[src/rtl/led_show_sequencer_pkg.sv]
// Shared definitions for the LED show sequencer: pattern state codes,
// control FSM encoding and the modulo-6 stepping helpers.
package led_show_pkg;

   typedef logic [2:0] pattern_t;

   localparam pattern_t S0 = 3'd0;
   localparam pattern_t S1 = 3'd1;
   localparam pattern_t S2 = 3'd2;
   localparam pattern_t S3 = 3'd3;
   localparam pattern_t S4 = 3'd4;
   localparam pattern_t S5 = 3'd5;

   localparam int NUM_STATES = 6;

   typedef enum logic [1:0] {
      CTRL_IDLE   = 2'd0,
      CTRL_RUN    = 2'd1,
      CTRL_PAUSED = 2'd2
   } ctrl_e;

   // Next pattern code, using explicit end compares so 6 and 7 are never produced
   function automatic pattern_t step_pattern(input pattern_t cur, input logic down);
      pattern_t nxt;
      if (down) begin
         if (cur == S0) nxt = S5;
         else           nxt = cur - 3'd1;
      end else begin
         if (cur >= S5) nxt = S0;
         else           nxt = cur + 3'd1;
      end
      return nxt;
   endfunction

   // True when stepping from cur in the given direction crosses the sequence end
   function automatic logic crosses_end(input pattern_t cur, input logic down);
      logic hit;
      if (down) hit = (cur == S0);
      else      hit = (cur >= S5);
      return hit;
   endfunction

endpackage

[src/rtl/led_show_sequencer_if.sv]
// Key inputs and pattern/status outputs of the LED show sequencer.
// master: board/keys side; slave: the sequencer itself.
interface led_show_sequencer_if;
   import led_show_pkg::*;

   logic     start;
   logic     pause;
   logic     stop;
   logic     dir;
   pattern_t state;
   logic     running;
   logic     frozen;
   logic     tick;
   logic     wrap;

   modport master (
      output start, pause, stop, dir,
      input  state, running, frozen, tick, wrap
   );

   modport slave (
      input  start, pause, stop, dir,
      output state, running, frozen, tick, wrap
   );
endinterface

[src/rtl/led_show_sequencer_key_edge_sync.sv]
// Two-flop synchroniser followed by a rising-edge detector for a front-panel key.
// All flops reset high, so a key held through reset release produces no pulse
// until it has been seen low and pressed again.
module key_edge_sync (
   input  logic clk,
   input  logic reset,
   input  logic key,
   output logic pulse
);
   logic meta_r;
   logic sync_r;
   logic prev_r;

   // Synchronise the asynchronous key level and keep one cycle of history
   always_ff @(posedge clk or negedge reset) begin
      if (!reset) begin
         meta_r <= 1'b1;
         sync_r <= 1'b1;
         prev_r <= 1'b1;
      end else begin
         meta_r <= key;
         sync_r <= meta_r;
         prev_r <= sync_r;
      end
   end

   assign pulse = sync_r & ~prev_r;
endmodule

[src/rtl/led_show_sequencer.sv]
// Timed LED pattern sequencer: prescaler tick, per-state dwell counter and
// IDLE/RUN/PAUSED control driven by synchronised start/pause/stop key edges.
module led_show_sequencer
   import led_show_pkg::*;
#(
   parameter int TICK_DIV = 50_000_000,
   parameter int DWELL    = 4
) (
   input logic                 clk,
   input logic                 reset,
   led_show_sequencer_if.slave bus
);
   localparam int PW = (TICK_DIV > 32'sd1) ? $clog2(TICK_DIV) : 32'sd1;
   localparam int DW = (DWELL > 32'sd1) ? $clog2(DWELL) : 32'sd1;

   localparam logic [PW-1:0] PRESC_MAX  = PW'(TICK_DIV - 32'sd1);
   localparam logic [PW-1:0] PRESC_ONE  = PW'(32'd1);
   localparam logic [PW-1:0] PRESC_ZERO = PW'(32'd0);
   localparam logic [DW-1:0] DWELL_MAX  = DW'(DWELL - 32'sd1);
   localparam logic [DW-1:0] DWELL_ONE  = DW'(32'd1);
   localparam logic [DW-1:0] DWELL_ZERO = DW'(32'd0);

   localparam logic [1:0] ST_IDLE   = CTRL_IDLE;
   localparam logic [1:0] ST_RUN    = CTRL_RUN;
   localparam logic [1:0] ST_PAUSED = CTRL_PAUSED;

   logic          start_ev_s, pause_ev_s, stop_ev_s;
   logic [1:0]    ctrl_r, ctrl_n_s;
   pattern_t      state_r, state_n_s, run_state_s;
   logic [PW-1:0] presc_r, presc_n_s, run_presc_s;
   logic [DW-1:0] dwell_r, dwell_n_s, run_dwell_s;
   logic          run_wrap_s, wrap_n_s;
   logic          running_r, frozen_r, tick_r, wrap_r;

   key_edge_sync u_start (.clk(clk), .reset(reset), .key(bus.start), .pulse(start_ev_s));
   key_edge_sync u_pause (.clk(clk), .reset(reset), .key(bus.pause), .pulse(pause_ev_s));
   key_edge_sync u_stop  (.clk(clk), .reset(reset), .key(bus.stop),  .pulse(stop_ev_s));

   // One RUN cycle of counting: prescaler, dwell on each tick, pattern step on the last dwell tick
   always_comb begin
      run_presc_s = presc_r;
      run_dwell_s = dwell_r;
      run_state_s = state_r;
      run_wrap_s  = 1'b0;
      if (presc_r == PRESC_MAX) begin
         run_presc_s = PRESC_ZERO;
         if (dwell_r == DWELL_MAX) begin
            run_dwell_s = DWELL_ZERO;
            // dir is a slow switch level read directly at the advance
            run_state_s = step_pattern(state_r, bus.dir);
            run_wrap_s  = crosses_end(state_r, bus.dir);
         end else begin
            run_dwell_s = dwell_r + DWELL_ONE;
         end
      end else begin
         run_presc_s = presc_r + PRESC_ONE;
      end
   end

   // Control FSM; stop outranks start, which outranks pause
   always_comb begin
      ctrl_n_s  = ctrl_r;
      state_n_s = state_r;
      presc_n_s = presc_r;
      dwell_n_s = dwell_r;
      wrap_n_s  = 1'b0;
      case (ctrl_r)
         ST_IDLE: begin
            if (start_ev_s) begin
               ctrl_n_s  = ST_RUN;
               state_n_s = S0;
               presc_n_s = PRESC_ZERO;
               dwell_n_s = DWELL_ZERO;
            end else begin
               ctrl_n_s = ST_IDLE;
            end
         end
         ST_RUN: begin
            if (stop_ev_s) begin
               ctrl_n_s  = ST_IDLE;
               state_n_s = S0;
               presc_n_s = PRESC_ZERO;
               dwell_n_s = DWELL_ZERO;
            end else if (pause_ev_s && !start_ev_s) begin
               // counters hold so a later resume continues mid-dwell
               ctrl_n_s = ST_PAUSED;
            end else begin
               presc_n_s = run_presc_s;
               dwell_n_s = run_dwell_s;
               state_n_s = run_state_s;
               wrap_n_s  = run_wrap_s;
            end
         end
         ST_PAUSED: begin
            if (stop_ev_s) begin
               ctrl_n_s  = ST_IDLE;
               state_n_s = S0;
               presc_n_s = PRESC_ZERO;
               dwell_n_s = DWELL_ZERO;
            end else if (start_ev_s) begin
               ctrl_n_s = ST_RUN;
            end else begin
               ctrl_n_s = ST_PAUSED;
            end
         end
         default: begin
            ctrl_n_s  = ST_IDLE;
            state_n_s = S0;
            presc_n_s = PRESC_ZERO;
            dwell_n_s = DWELL_ZERO;
         end
      endcase
   end

   // State, counters and all outputs registered; tick marks cycles with the prescaler at its top in RUN
   always_ff @(posedge clk or negedge reset) begin
      if (!reset) begin
         ctrl_r    <= ST_IDLE;
         state_r   <= S0;
         presc_r   <= PRESC_ZERO;
         dwell_r   <= DWELL_ZERO;
         running_r <= 1'b0;
         frozen_r  <= 1'b0;
         tick_r    <= 1'b0;
         wrap_r    <= 1'b0;
      end else begin
         ctrl_r    <= ctrl_n_s;
         state_r   <= state_n_s;
         presc_r   <= presc_n_s;
         dwell_r   <= dwell_n_s;
         running_r <= (ctrl_n_s == ST_RUN);
         frozen_r  <= (ctrl_n_s == ST_PAUSED);
         tick_r    <= (ctrl_n_s == ST_RUN) && (presc_n_s == PRESC_MAX);
         wrap_r    <= wrap_n_s;
      end
   end

   assign bus.state   = state_r;
   assign bus.running = running_r;
   assign bus.frozen  = frozen_r;
   assign bus.tick    = tick_r;
   assign bus.wrap    = wrap_r;
endmodule

[src/flat_wrapper.sv]
// flat-port wrapper written by rule: the top's interface ports become plain ports
module led_show_sequencer_flat import led_show_pkg::*;
#(
   parameter int TICK_DIV = 50_000_000,
   parameter int DWELL    = 4
)
  (clk, reset, bus_start, bus_pause, bus_stop, bus_dir, bus_state, bus_running, bus_frozen, bus_tick, bus_wrap);
  led_show_sequencer_if bus_i ();
  input logic clk;
  input logic reset;
  input wire logic [$bits(bus_i.start)-1:0] bus_start;
  input wire logic [$bits(bus_i.pause)-1:0] bus_pause;
  input wire logic [$bits(bus_i.stop)-1:0] bus_stop;
  input wire logic [$bits(bus_i.dir)-1:0] bus_dir;
  output wire logic [$bits(bus_i.state)-1:0] bus_state;
  output wire logic [$bits(bus_i.running)-1:0] bus_running;
  output wire logic [$bits(bus_i.frozen)-1:0] bus_frozen;
  output wire logic [$bits(bus_i.tick)-1:0] bus_tick;
  output wire logic [$bits(bus_i.wrap)-1:0] bus_wrap;
  assign bus_i.start = bus_start;
  assign bus_i.pause = bus_pause;
  assign bus_i.stop = bus_stop;
  assign bus_i.dir = bus_dir;
  assign bus_state = bus_i.state;
  assign bus_running = bus_i.running;
  assign bus_frozen = bus_i.frozen;
  assign bus_tick = bus_i.tick;
  assign bus_wrap = bus_i.wrap;
  led_show_sequencer #(.TICK_DIV(TICK_DIV), .DWELL(DWELL)) u_core (.clk(clk), .reset(reset), .bus(bus_i));
endmodule
[config.mk]
export PLATFORM = sky130hd
export DESIGN_NAME = led_show_sequencer_flat
export DESIGN_NICKNAME = d
export VERILOG_FILES = /design/src/rtl/led_show_sequencer_pkg.sv /design/src/rtl/led_show_sequencer_if.sv /design/src/rtl/led_show_sequencer_key_edge_sync.sv /design/src/rtl/led_show_sequencer.sv /design/src/flat_wrapper.sv
export SDC_FILE = /design/constraint.sdc
export NUM_CORES = 1
export LEC_CHECK = 0
export BUFFER_PORTS_ARGS = -buffer_cell sky130_fd_sc_hd__buf_2
export CORE_MARGIN = 8
export CORE_UTILIZATION = 55
export CTS_CLUSTER_SIZE = 8
export DETAILED_ROUTE_END_ITERATION = 8
export GPL_TIMING_DRIVEN = 0
export PLACE_DENSITY = 0.83
export SLEW_MARGIN = 20
export SYNTH_ARGS = -nofsm -noshare
export SYNTH_HDL_FRONTEND = slang
export SYNTH_SLANG_ARGS = --single-unit
[constraint.sdc]
create_clock -name clk -period 2.4 [get_ports clk]
set_input_delay 0.48 -clock clk [delete_from_list [all_inputs] [get_ports clk]]
set_output_delay 0.48 -clock clk [all_outputs]
set_load 0.05 [all_outputs]
==> flow_metrics.env <==
export IMPL_run_status="finished with violations"
export IMPL_violations="negative setup slack"
export IMPL_cts_buffer_depth=2
export IMPL_synth_fp_nets=297
export IMPL_cts_reportedPaths_clkPinSlew_ns=0.09
export IMPL_gr_usage_all_layers_pct=19.53
export IMPL_num_rows=25
export IMPL_drv_slew=0
export IMPL_start_util_pct=56.74
export IMPL_place_inst=363
export IMPL_cts_tree="built"
export IMPL_first_pass_iters=5
export IMPL_hold_path_class="input port to async pin"
export IMPL_diodes=0
export IMPL_drive_gt1_share_pct=32.08
export IMPL_die_area_sq_um=7363
export IMPL_fin_skew_ns=0.01226
export IMPL_synthFlopType="dfrtp_1"
export IMPL_cts_root_buf="clkbuf_8"
export IMPL_powerDensity_nw_per_um2=558.9
export IMPL_ys_seq_area_share_pct=43.37
export IMPL_slew_headroom_pct=54.01
export IMPL_drc_errors=0
export IMPL_syn_to_final_growth_pct=21.38
export IMPL_r2r_slack_ns=-0.06
export IMPL_overflow=0
export IMPL_finalNonFillerCells=385
export IMPL_ant_nets=0
export IMPL_cts_made_buffers=5
export IMPL_multi_input_area_sq_um=1595
export IMPL_crit_required_ns=2.62
export IMPL_die_y_um=85.81
export IMPL_post_dp_hpwl_um=4859
export IMPL_grt_max_degree=47
export IMPL_layout_min_cycle_time_ns=2.458
export IMPL_finalNetCount=329
export IMPL_tightest_slew_ns=0.6853
export IMPL_die_w_um=85.81
export IMPL_coreArea_sq_um=4723
export IMPL_synth_area_leader_cell="dfrtp_1"
export IMPL_ios=13
export IMPL_synthCells=285
export IMPL_vias_per_cell=6.751
export IMPL_routed_wl_um=7638
export IMPL_grt_pass1_wl_um=11470
export IMPL_synth_yosys_warnings=0
export IMPL_place_congestion=1.004
export IMPL_antenna_found_initial=0
export IMPL_numPortBuffers=11
export IMPL_wire_per_inst_um=19.84
export IMPL_grt_pass1_vias=2341
export IMPL_setup_viol=1
export IMPL_drt_iter0_drc=338
export IMPL_seq_area_sq_um=1166
export IMPL_yosysMostFrequentCell="dfrtp_1"
export IMPL_worstSetupStartpointType="register"
export IMPL_maxCapViolCount=0
export IMPL_period_share_pct=102.4
export IMPL_crit_type="register to register"
export IMPL_cts_sinks=46
export IMPL_num_vias=2599
export IMPL_rsz0062_at_grt="true"
export IMPL_timing_fmax_ghz=0.4068
export IMPL_dp_slack_ns=-0.3010
export IMPL_p_leak_uw=0.001357
export IMPL_ir_drop_mv=0.3694
export IMPL_synthTopCellsByCount="dfrtp_1, nand2_1, o21ai_0"
export IMPL_fillers=340
export IMPL_cts_hold_buf=0
export IMPL_htree_levels=2
export IMPL_insertion_delay_ns=0.31
export IMPL_power_uw=1818
export IMPL_synth_seq_cells=46
export IMPL_timing_final_ws_setup_ns=-0.05825
export IMPL_crit_arrival_ns=2.68
export IMPL_synth_edf_count=0
export IMPL_synth_top_area_share_pct=34.55
export IMPL_finalHoldViolCount=0
export IMPL_syn_avg_cell_area_sq_um=9.404
export IMPL_async_flop_share_pct=100.0
export IMPL_crit_path_end_kind="register"
export IMPL_synth_area_leaders="dfrtp_1, dfstp_2, o21ai_0, nand2_1, a21oi_1"
export IMPL_synthesis_area_sq_um=2680
export IMPL_crit_fanout=5
export IMPL_yosysUniqueCellTypes=67
[worst paths after layout]
check,to,cells past startpoint,startpoint
min in group clk,u_core.u_pause.meta_r,1,bus_pause
min reg2reg,u_core.u_stop.sync_r,0,u_core.u_stop.meta_r
min,u_core.bus.state[0],1,reset
max reg2reg,u_core.bus.tick,7,u_core.u_start.sync_r
max in group asynchronous,u_core.presc_r[22],1,reset
max,u_core.bus.tick,7,u_core.u_start.sync_r
[per-stage QoR]
stage | utilization, % | TNS [ns] | hold slack (ns) | cell area [sq um]
after detailed placement | 59.68 | -0.3010 | 0.3507 | 2819
after global routing | 68.87 | -0.1890 | 0.2124 | 3253
final | 68.87 | -0.05825 | 0.1605 | 3253
after global placement | 59.68 | -0.3147 | 0.3459 | 2819
after floorplan | - | 0 | 0.1844 | 2680
after CTS | 63.50 | -0.02697 | 0.2719 | 2999
[critical path, stage by stage (launching register included)]
cell	delay, ns
dfstp_2	0.58
nor2b_1	0.30
o21ai_1	0.31
nor4_4	0.35
o21ai_4	0.08
a211oi_2	0.25
nand4_1	0.21
nor4b_2	0.28
[per-layer routing]
layer  global-route usage, %  up-vias  wire [um]
li1                        -     1135          -
met1                   25.13     1235       3082
met2                   31.24      192       3585
met3                   2.961       37        684
met4                   9.554        0        286
met5                       0        -          0
[flip-flops by register name (all words and copies together) (netlist names), 2 cells and up]
register,flops
u_core.bus.state,3
u_core.dwell_r,2
u_core.ctrl_r,2
u_core.presc_r,26
[power breakdown]
part	switching, uW	internal, uW	total [uW]
combinational	245	167	412
sequential	38.0	821	859
clock	278	269	547
[layout make-up]
cell class	instances	area share (%)
Multi-Input combinational cell	220	49.04
Sequential cell	46	35.85
Timing Repair Buffer	26	5.577
Clock buffer	7	3.000
Buffer	10	2.808
Tap cell	67	2.577
Inverter	8	0.9231
Clock inverter	1	0.2308
[cell usage in the layout (no fill, tap or decap), types with 6 or more instances in the layout]
master / n
o21ai_1: 6
inv_1: 8
or3_1: 8
buf_6: 6
nor3_1: 9
nand4_1: 10
nand2_1: 30
dfrtp_1: 34
clkbuf_8: 6
nor2_1: 8
buf_4: 14
dfstp_2: 9
buf_2: 12
nand3_1: 15
a21oi_1: 14
o21ai_0: 17
[repair_timing]
action | 4_1_cts | 5_1_grt
setup buffers | 3 | 11
setup endpoints to repair | 1 | 7
gates resized for setup | 13 | 48
pin swaps | 6 | 20
gates cloned | 0 | 1
[logic make-up after synthesis]
kind of cell / after synthesis / synth area share [%]
adders and majority gates: 6 / 2.801
DFF: 46 / 43.37
and+or+nand+nor: 131 / 28.01
buffers and inverters: 19 / 4.482
xor gates and xnor gates: 2 / 0.6537
muxes: 4 / 1.634
AOI/OAI and AO/OA: 77 / 19.05
No activity file was read; power rests on OpenSTA's default activity.
